===== src/rtl/nes_mem_pkg.sv =====
// Shared state encoding, bus widths and default timing for the flash-to-PSRAM loader.
package nes_mem_pkg;

  typedef enum logic [2:0] {
    FRST   = 3'd0,
    FWAIT  = 3'd1,
    FREAD  = 3'd2,
    PWRITE = 3'd3,
    PGAP   = 3'd4,
    DONE   = 3'd5
  } ld_state_t;

  localparam int ADDR_W = 23;
  localparam int DATA_W = 16;
  localparam int IDX_W  = 15;
  localparam int CNT_W  = 16;

  localparam int DEF_WORDS      = 20480;
  localparam int DEF_FLASH_WAIT = 6;
  localparam int DEF_PSRAM_WAIT = 4;
  localparam int DEF_RST_CYC    = 16;

  // Everything the loader drives onto the shared bus, registered as one word.
  typedef struct packed {
    logic [ADDR_W-1:0] a;
    logic [DATA_W-1:0] d_out;
    logic              d_oe;
    logic              oe_n;
    logic              we_n;
    logic              flash_ce_n;
    logic              psram_ce_n;
    logic              flash_reset_n;
    logic              busy;
    logic              done;
  } bus_t;

  localparam bus_t BUS_RST = '{
    a:             23'h000000,
    d_out:         16'h0000,
    d_oe:          1'b0,
    oe_n:          1'b1,
    we_n:          1'b1,
    flash_ce_n:    1'b1,
    psram_ce_n:    1'b1,
    flash_reset_n: 1'b0,
    busy:          1'b1,
    done:          1'b0
  };

  // Counter load value that makes a state last cyc cycles.
  function automatic logic [CNT_W-1:0] dwell_ld(input int cyc);
    return CNT_W'(cyc - 1);
  endfunction

endpackage


===== src/rtl/wait_counter.sv =====
// Down-counter timing FSM dwell periods: load N-1 on entry, zero flags the last cycle.
// Load takes effect on the next clock; holds at zero until reloaded.
module wait_counter #(
  parameter int           W       = 16,
  parameter logic [W-1:0] RST_VAL = '0
) (
  input  logic         clk,
  input  logic         rst_n,
  input  logic         load,
  input  logic [W-1:0] load_val,
  output logic         zero
);

  logic [W-1:0] cnt;

  always_ff @(posedge clk or negedge rst_n) begin
    if (!rst_n) begin
      cnt <= RST_VAL;
    end else if (load) begin
      cnt <= load_val;
    end else if (cnt != '0) begin
      cnt <= cnt - 1'b1;
    end
  end

  assign zero = (cnt == '0);

endmodule


===== src/rtl/flash_psram_loader.sv =====
// Copies WORDS 16-bit words from parallel flash to async PSRAM over a shared bus after reset.
// Bus outputs are registered from the next state, so strobes change cleanly on clock edges.
module flash_psram_loader
  import nes_mem_pkg::*;
#(
  parameter int                WORDS      = DEF_WORDS,
  parameter logic [ADDR_W-1:0] SRC_BASE   = 23'h000000,
  parameter logic [ADDR_W-1:0] DST_BASE   = 23'h000000,
  parameter int                FLASH_WAIT = DEF_FLASH_WAIT,
  parameter int                PSRAM_WAIT = DEF_PSRAM_WAIT,
  parameter int                RST_CYC    = DEF_RST_CYC
) (
  input  logic              clk,
  input  logic              rst_n,
  input  logic              start,
  output logic [ADDR_W-1:0] shared_a,
  input  logic [DATA_W-1:0] shared_d_in,
  output logic [DATA_W-1:0] shared_d_out,
  output logic              shared_d_oe,
  output logic              shared_oe_n,
  output logic              shared_we_n,
  output logic              flash_ce_n,
  output logic              psram_ce_n,
  output logic              flash_reset_n,
  output logic              shared_adv_n,
  output logic              psram_cre,
  output logic              shared_clk,
  output logic              psram_lb_n,
  output logic              psram_ub_n,
  output logic              busy,
  output logic              done
);

  localparam logic [IDX_W-1:0] LAST_IDX = IDX_W'(WORDS - 1);
  localparam logic [CNT_W-1:0] RST_LD   = dwell_ld(RST_CYC);
  localparam logic [CNT_W-1:0] FW_LD    = dwell_ld(FLASH_WAIT);
  localparam logic [CNT_W-1:0] PW_LD    = dwell_ld(PSRAM_WAIT);

  ld_state_t         state, state_nxt;
  logic [IDX_W-1:0]  idx, idx_nxt;
  logic [DATA_W-1:0] data, data_nxt;
  bus_t              bus;
  logic              cnt_load;
  logic [CNT_W-1:0]  cnt_val;
  logic              cnt_zero;

  wait_counter #(
    .W       (CNT_W),
    .RST_VAL (RST_LD)
  ) u_wait (
    .clk      (clk),
    .rst_n    (rst_n),
    .load     (cnt_load),
    .load_val (cnt_val),
    .zero     (cnt_zero)
  );

  always_ff @(posedge clk or negedge rst_n) begin
    if (!rst_n) begin
      state <= FRST;
    end else begin
      state <= state_nxt;
    end
  end

  always_comb begin
    state_nxt = state;
    idx_nxt   = idx;
    data_nxt  = data;
    cnt_load  = 1'b0;
    cnt_val   = '0;
    case (state)
      FRST: if (cnt_zero) begin
        state_nxt = FWAIT;
        cnt_load  = 1'b1;
        cnt_val   = RST_LD;
      end
      FWAIT: if (cnt_zero) begin
        state_nxt = FREAD;
        idx_nxt   = '0;
        cnt_load  = 1'b1;
        cnt_val   = FW_LD;
      end
      FREAD: if (cnt_zero) begin
        state_nxt = PWRITE;
        data_nxt  = shared_d_in;
        cnt_load  = 1'b1;
        cnt_val   = PW_LD;
      end
      PWRITE: if (cnt_zero) begin
        state_nxt = PGAP;
        cnt_load  = 1'b1;
        cnt_val   = '0;
      end
      PGAP: begin
        cnt_load = 1'b1;
        if (idx == LAST_IDX) begin
          state_nxt = DONE;
        end else begin
          state_nxt = FREAD;
          idx_nxt   = idx + 1'b1;
          cnt_val   = FW_LD;
        end
      end
      DONE: if (start) begin
        state_nxt = FREAD;
        idx_nxt   = '0;
        cnt_load  = 1'b1;
        cnt_val   = FW_LD;
      end
      default: state_nxt = FRST;
    endcase
  end

  // Strobes are a pure function of state, so FREAD and PWRITE can never overlap on the bus.
  function automatic bus_t decode(input ld_state_t st, input logic [IDX_W-1:0] ix,
                                  input logic [DATA_W-1:0] dat);
    bus_t b;
    b               = BUS_RST;
    b.flash_reset_n = (st != FRST);
    b.busy          = (st != DONE);
    b.done          = (st == DONE);
    case (st)
      FREAD: begin
        b.flash_ce_n = 1'b0;
        b.oe_n       = 1'b0;
        b.a          = SRC_BASE + {{(ADDR_W-IDX_W){1'b0}}, ix};
      end
      PWRITE: begin
        b.psram_ce_n = 1'b0;
        b.we_n       = 1'b0;
        b.d_oe       = 1'b1;
        b.d_out      = dat;
        b.a          = DST_BASE + {{(ADDR_W-IDX_W){1'b0}}, ix};
      end
      default: ;
    endcase
    return b;
  endfunction

  always_ff @(posedge clk or negedge rst_n) begin
    if (!rst_n) begin
      idx  <= '0;
      data <= '0;
      bus  <= BUS_RST;
    end else begin
      idx  <= idx_nxt;
      data <= data_nxt;
      bus  <= decode(state_nxt, idx_nxt, data_nxt);
    end
  end

  assign shared_a      = bus.a;
  assign shared_d_out  = bus.d_out;
  assign shared_d_oe   = bus.d_oe;
  assign shared_oe_n   = bus.oe_n;
  assign shared_we_n   = bus.we_n;
  assign flash_ce_n    = bus.flash_ce_n;
  assign psram_ce_n    = bus.psram_ce_n;
  assign flash_reset_n = bus.flash_reset_n;
  assign busy          = bus.busy;
  assign done          = bus.done;

  // Asynchronous PSRAM mode, both byte lanes always enabled.
  assign shared_adv_n  = 1'b0;
  assign psram_cre     = 1'b0;
  assign shared_clk    = 1'b0;
  assign psram_lb_n    = 1'b0;
  assign psram_ub_n    = 1'b0;

endmodule


===== config.mk =====
export PLATFORM = sky130hd
export DESIGN_NAME = flash_psram_loader
export DESIGN_NICKNAME = d
export VERILOG_FILES = /design/src/rtl/nes_mem_pkg.sv /design/src/rtl/wait_counter.sv /design/src/rtl/flash_psram_loader.sv
export SDC_FILE = /design/constraint.sdc
export NUM_CORES = 1
export LEC_CHECK = 0
export CORE_ASPECT_RATIO = 1.1
export CORE_UTILIZATION = 30
export DETAILED_ROUTE_END_ITERATION = 6
export GPL_TIMING_DRIVEN = 0
export PLACE_DENSITY = 0.59
export SLEW_MARGIN = 0
export SYNTH_ARGS = -nofsm -noshare
export SYNTH_HDL_FRONTEND = slang
export SYNTH_SLANG_ARGS = --single-unit

===== constraint.sdc =====
create_clock -name clk -period 2.9 [get_ports clk]
set_input_delay 0.58 -clock clk [delete_from_list [all_inputs] [get_ports clk]]
set_output_delay 0.58 -clock clk [all_outputs]
set_load 0.02 [all_outputs]

==> metrics <==
via count=around 3000; core area=13320 µm²; Slew Limit Fails=0; clock network latency to the later pin of the worst-skew pair=between 0.3 and 0.4 ns; Period minus WS final=around 2.5 ns; area share of the largest cell type after synthesis=between 40% and 50%; CP Data Arrival Time=2.74 ns; Overall Global Routing Usage=13.59%; post-route insts no fill=637; CTS tree=yes; Area contributors post-synth=dfrtp_1 (48%), dfstp_2 (4.5%), mux2_2 (4.4%), buf_4 (2.7%), a21oi_1 (2.7%); Synth Area per Inst=11.25 µm²; MaxCap Viol Count=0; total grt overflow=0; Starting Density=31.00%; LEAKAGE=2.288 nW; Routed WL per cell=13.99 µm; Die ar.=14240 µm²; Async SR Flop Fraction=100.0%; Worst EP required=3.17 ns; final hold violations=0; Synth Instances=roughly 370; largest net degree at the start of global routing=65; initial DRC count=168; Ports=71; Clk pin slew, worst setup/hold paths=0.06 ns; Pwr per Cell Area=around 850 nW/µm²; vias in the first global route=3025; critical path type=reg2reg; Die Wd=roughly 110 µm; part of the cycle the worst path needs=85.20%; CP Launch Type=flip-flop; final setup fails=0; synthesis-to-layout area growth=29.45%; Hold Slack=0.1350 ns; fmax=404.7 MHz; CTS root buf=clkbuf_16; share of cells above drive strength 1=20.09%; I/O Buffers=57; Setup Buffers After CTS=0; critical path cell sequence=inv_1, ha_1, nor2b_1, and4_4, buf_8, a31oi_1, o21ai_0, a21oi_1; final layout net count=between 400 and 500; Yosys Warn Count=0; run status=complete, no violations; cts repair resizes=0; die height=125.1 µm; CP max-delay cell=dfstp_2; Post-DP HPWL=6210 µm; Clock Path Buffers=2; area leader, netlist=dfrtp_1; Num CTS Buffers=9; Placed Cells=621; worst-margin pin slew=0.6624 ns; final wirelength=8909 µm; R2R setup slack=between 0.4 and 0.5 ns; Peak VDD IR=~470 µV; CTS Hold Buffers Added=0; ys flop type=dfrtp_1; number of synthesized flops with an enable pin=0; top cells by count, synth=dfrtp_1 (80), nor2_1 (26), nand2_1 (23), a21oi_1 (22), mux2_2 (16); number of synthesized register bits=87; post-synthesis sequential area ratio=52.92%; Worst Setup End Kind=flip-flop; critical path fanouts, max=10; count leader, synth=dfrtp_1; cell row count=44; antenna cell count=0; min-delay worst type=in2async; via density per instance=about 4.7; Clock Sinks=87; R2R cell count=8; synthesized area=between 4000 and 5000 µm²; initial antenna violation count=0; CP peak stage delay=0.57 ns; global-route wire length before repair=15210 µm; Setup Skew=between 0.006 and 0.007 ns; GPL Wtd Cong=0.7780; RSZ-0062 raised after global routing=no; Post-DRT Antenna Nets=0; H-tree depth=3; Post-route DRC=0; Yosys cell types=68; Rel. slew slack=55.64%; drt pass-1 iters=4
==> power by group <==
part	internal (W)	total [W]	switching, W
clock network	0.000844	0.00132	0.000481
registers	0.00154	0.00177	0.000231
logic	0.000660	0.00145	0.000789
total	0.00304	0.00455	0.00150
==> routing by layer <==
layer / part of all wire (%) / global-route usage, % / up-vias
met5: 0 / 0 / -
met4: 1.5 / 4.889 / 0
met3: 6.0 / 4.508 / 13
met2: 47 / 21.27 / 81
met1: 45 / 17.50 / 1452
li1: - / - / 1467
==> final timing paths <==
| path | end | from |
|---|---|---|
| max | shared_a[13] | u_wait.cnt[0] |
| min | done | rst_n |
| max reg2reg | shared_a[13] | u_wait.cnt[0] |
| min reg2reg | data[5] | data[5] |
| max in group asynchronous | psram_ce_n | rst_n |
| min in group clk | data[5] | data[5] |
==> worst max-delay path: cells and delay by family, from the launching register on <==
kind	cells	cell delay [ns]
compound gates	3	0.98
buf+inv	2	0.23
fa+ha+maj	1	0.23
flops	1	0.57
simple gates	2	0.38
==> state kept, by name, summed over array words and instances (netlist names) <==
register       cells
flash_ce_n         1
idx               15
u_wait.cnt        16
shared_a          15
busy               1
psram_ce_n         1
shared_d_out      16
state              3
shared_d_oe        1
done               1
data              16
flash_reset_n      1
==> per-stage QoR <==
stage	TNS, ns	utilization (%)	total power, W	setup WS [ns]	instance area [µm²]
6_report	0	40.13	0.004546	0.4291	5346
5_1_grt	0	40.13	0.004820	0.2756	5346
4_1_cts	0	40.13	0.004591	0.3988	5346
3_5_place_dp	0	37.54	0.003239	0.4006	5001
3_3_place_gp	-156.15	37.35	0.003203	-1.883	4976
2_1_floorplan	0	-	0.002720	0.7215	4175
==> kinds of logic after synthesis <==
family                   Yosys count  synth area share (%)
AND/OR/NAND/NOR                  137                 20.96
flip-flops                        87                 52.92
AO/OA/AOI/OAI                     73                 12.30
buffers and inverters             40                 6.240
multiplexers                      18                 4.968
XOR/XNOR                           9                 1.909
adder cells (fa/ha/maj)            2                0.6058
other                              1               0.09079
==> placed cells by master, fill, tap and decap left out, drive strengths merged, types with 8 or more instances in the layout <==
cell type	n
clkbuf	17
o21ai	11
inv	8
nand3	15
a21oi	22
nand2	23
nor3	15
buf	26
conb	13
nand4	8
mux2	17
nor2b	16
a31oi	11
dfrtp	80
clkdlybuf4s50	56
nor2	26
==> area by class of cell <==
type / count / area, µm²
timing repair buffer: 58 / 595.6
clock inverter: 7 / 120.1
clock buffer: 9 / 225.2
fill: 1314 / 7976
multi-input combinational: 252 / 1732
sequential: 87 / 2186
tap: 184 / 230.2
buffer: 32 / 227.7
inverter: 8 / 30.03
(Power assumes the default switching activity.)
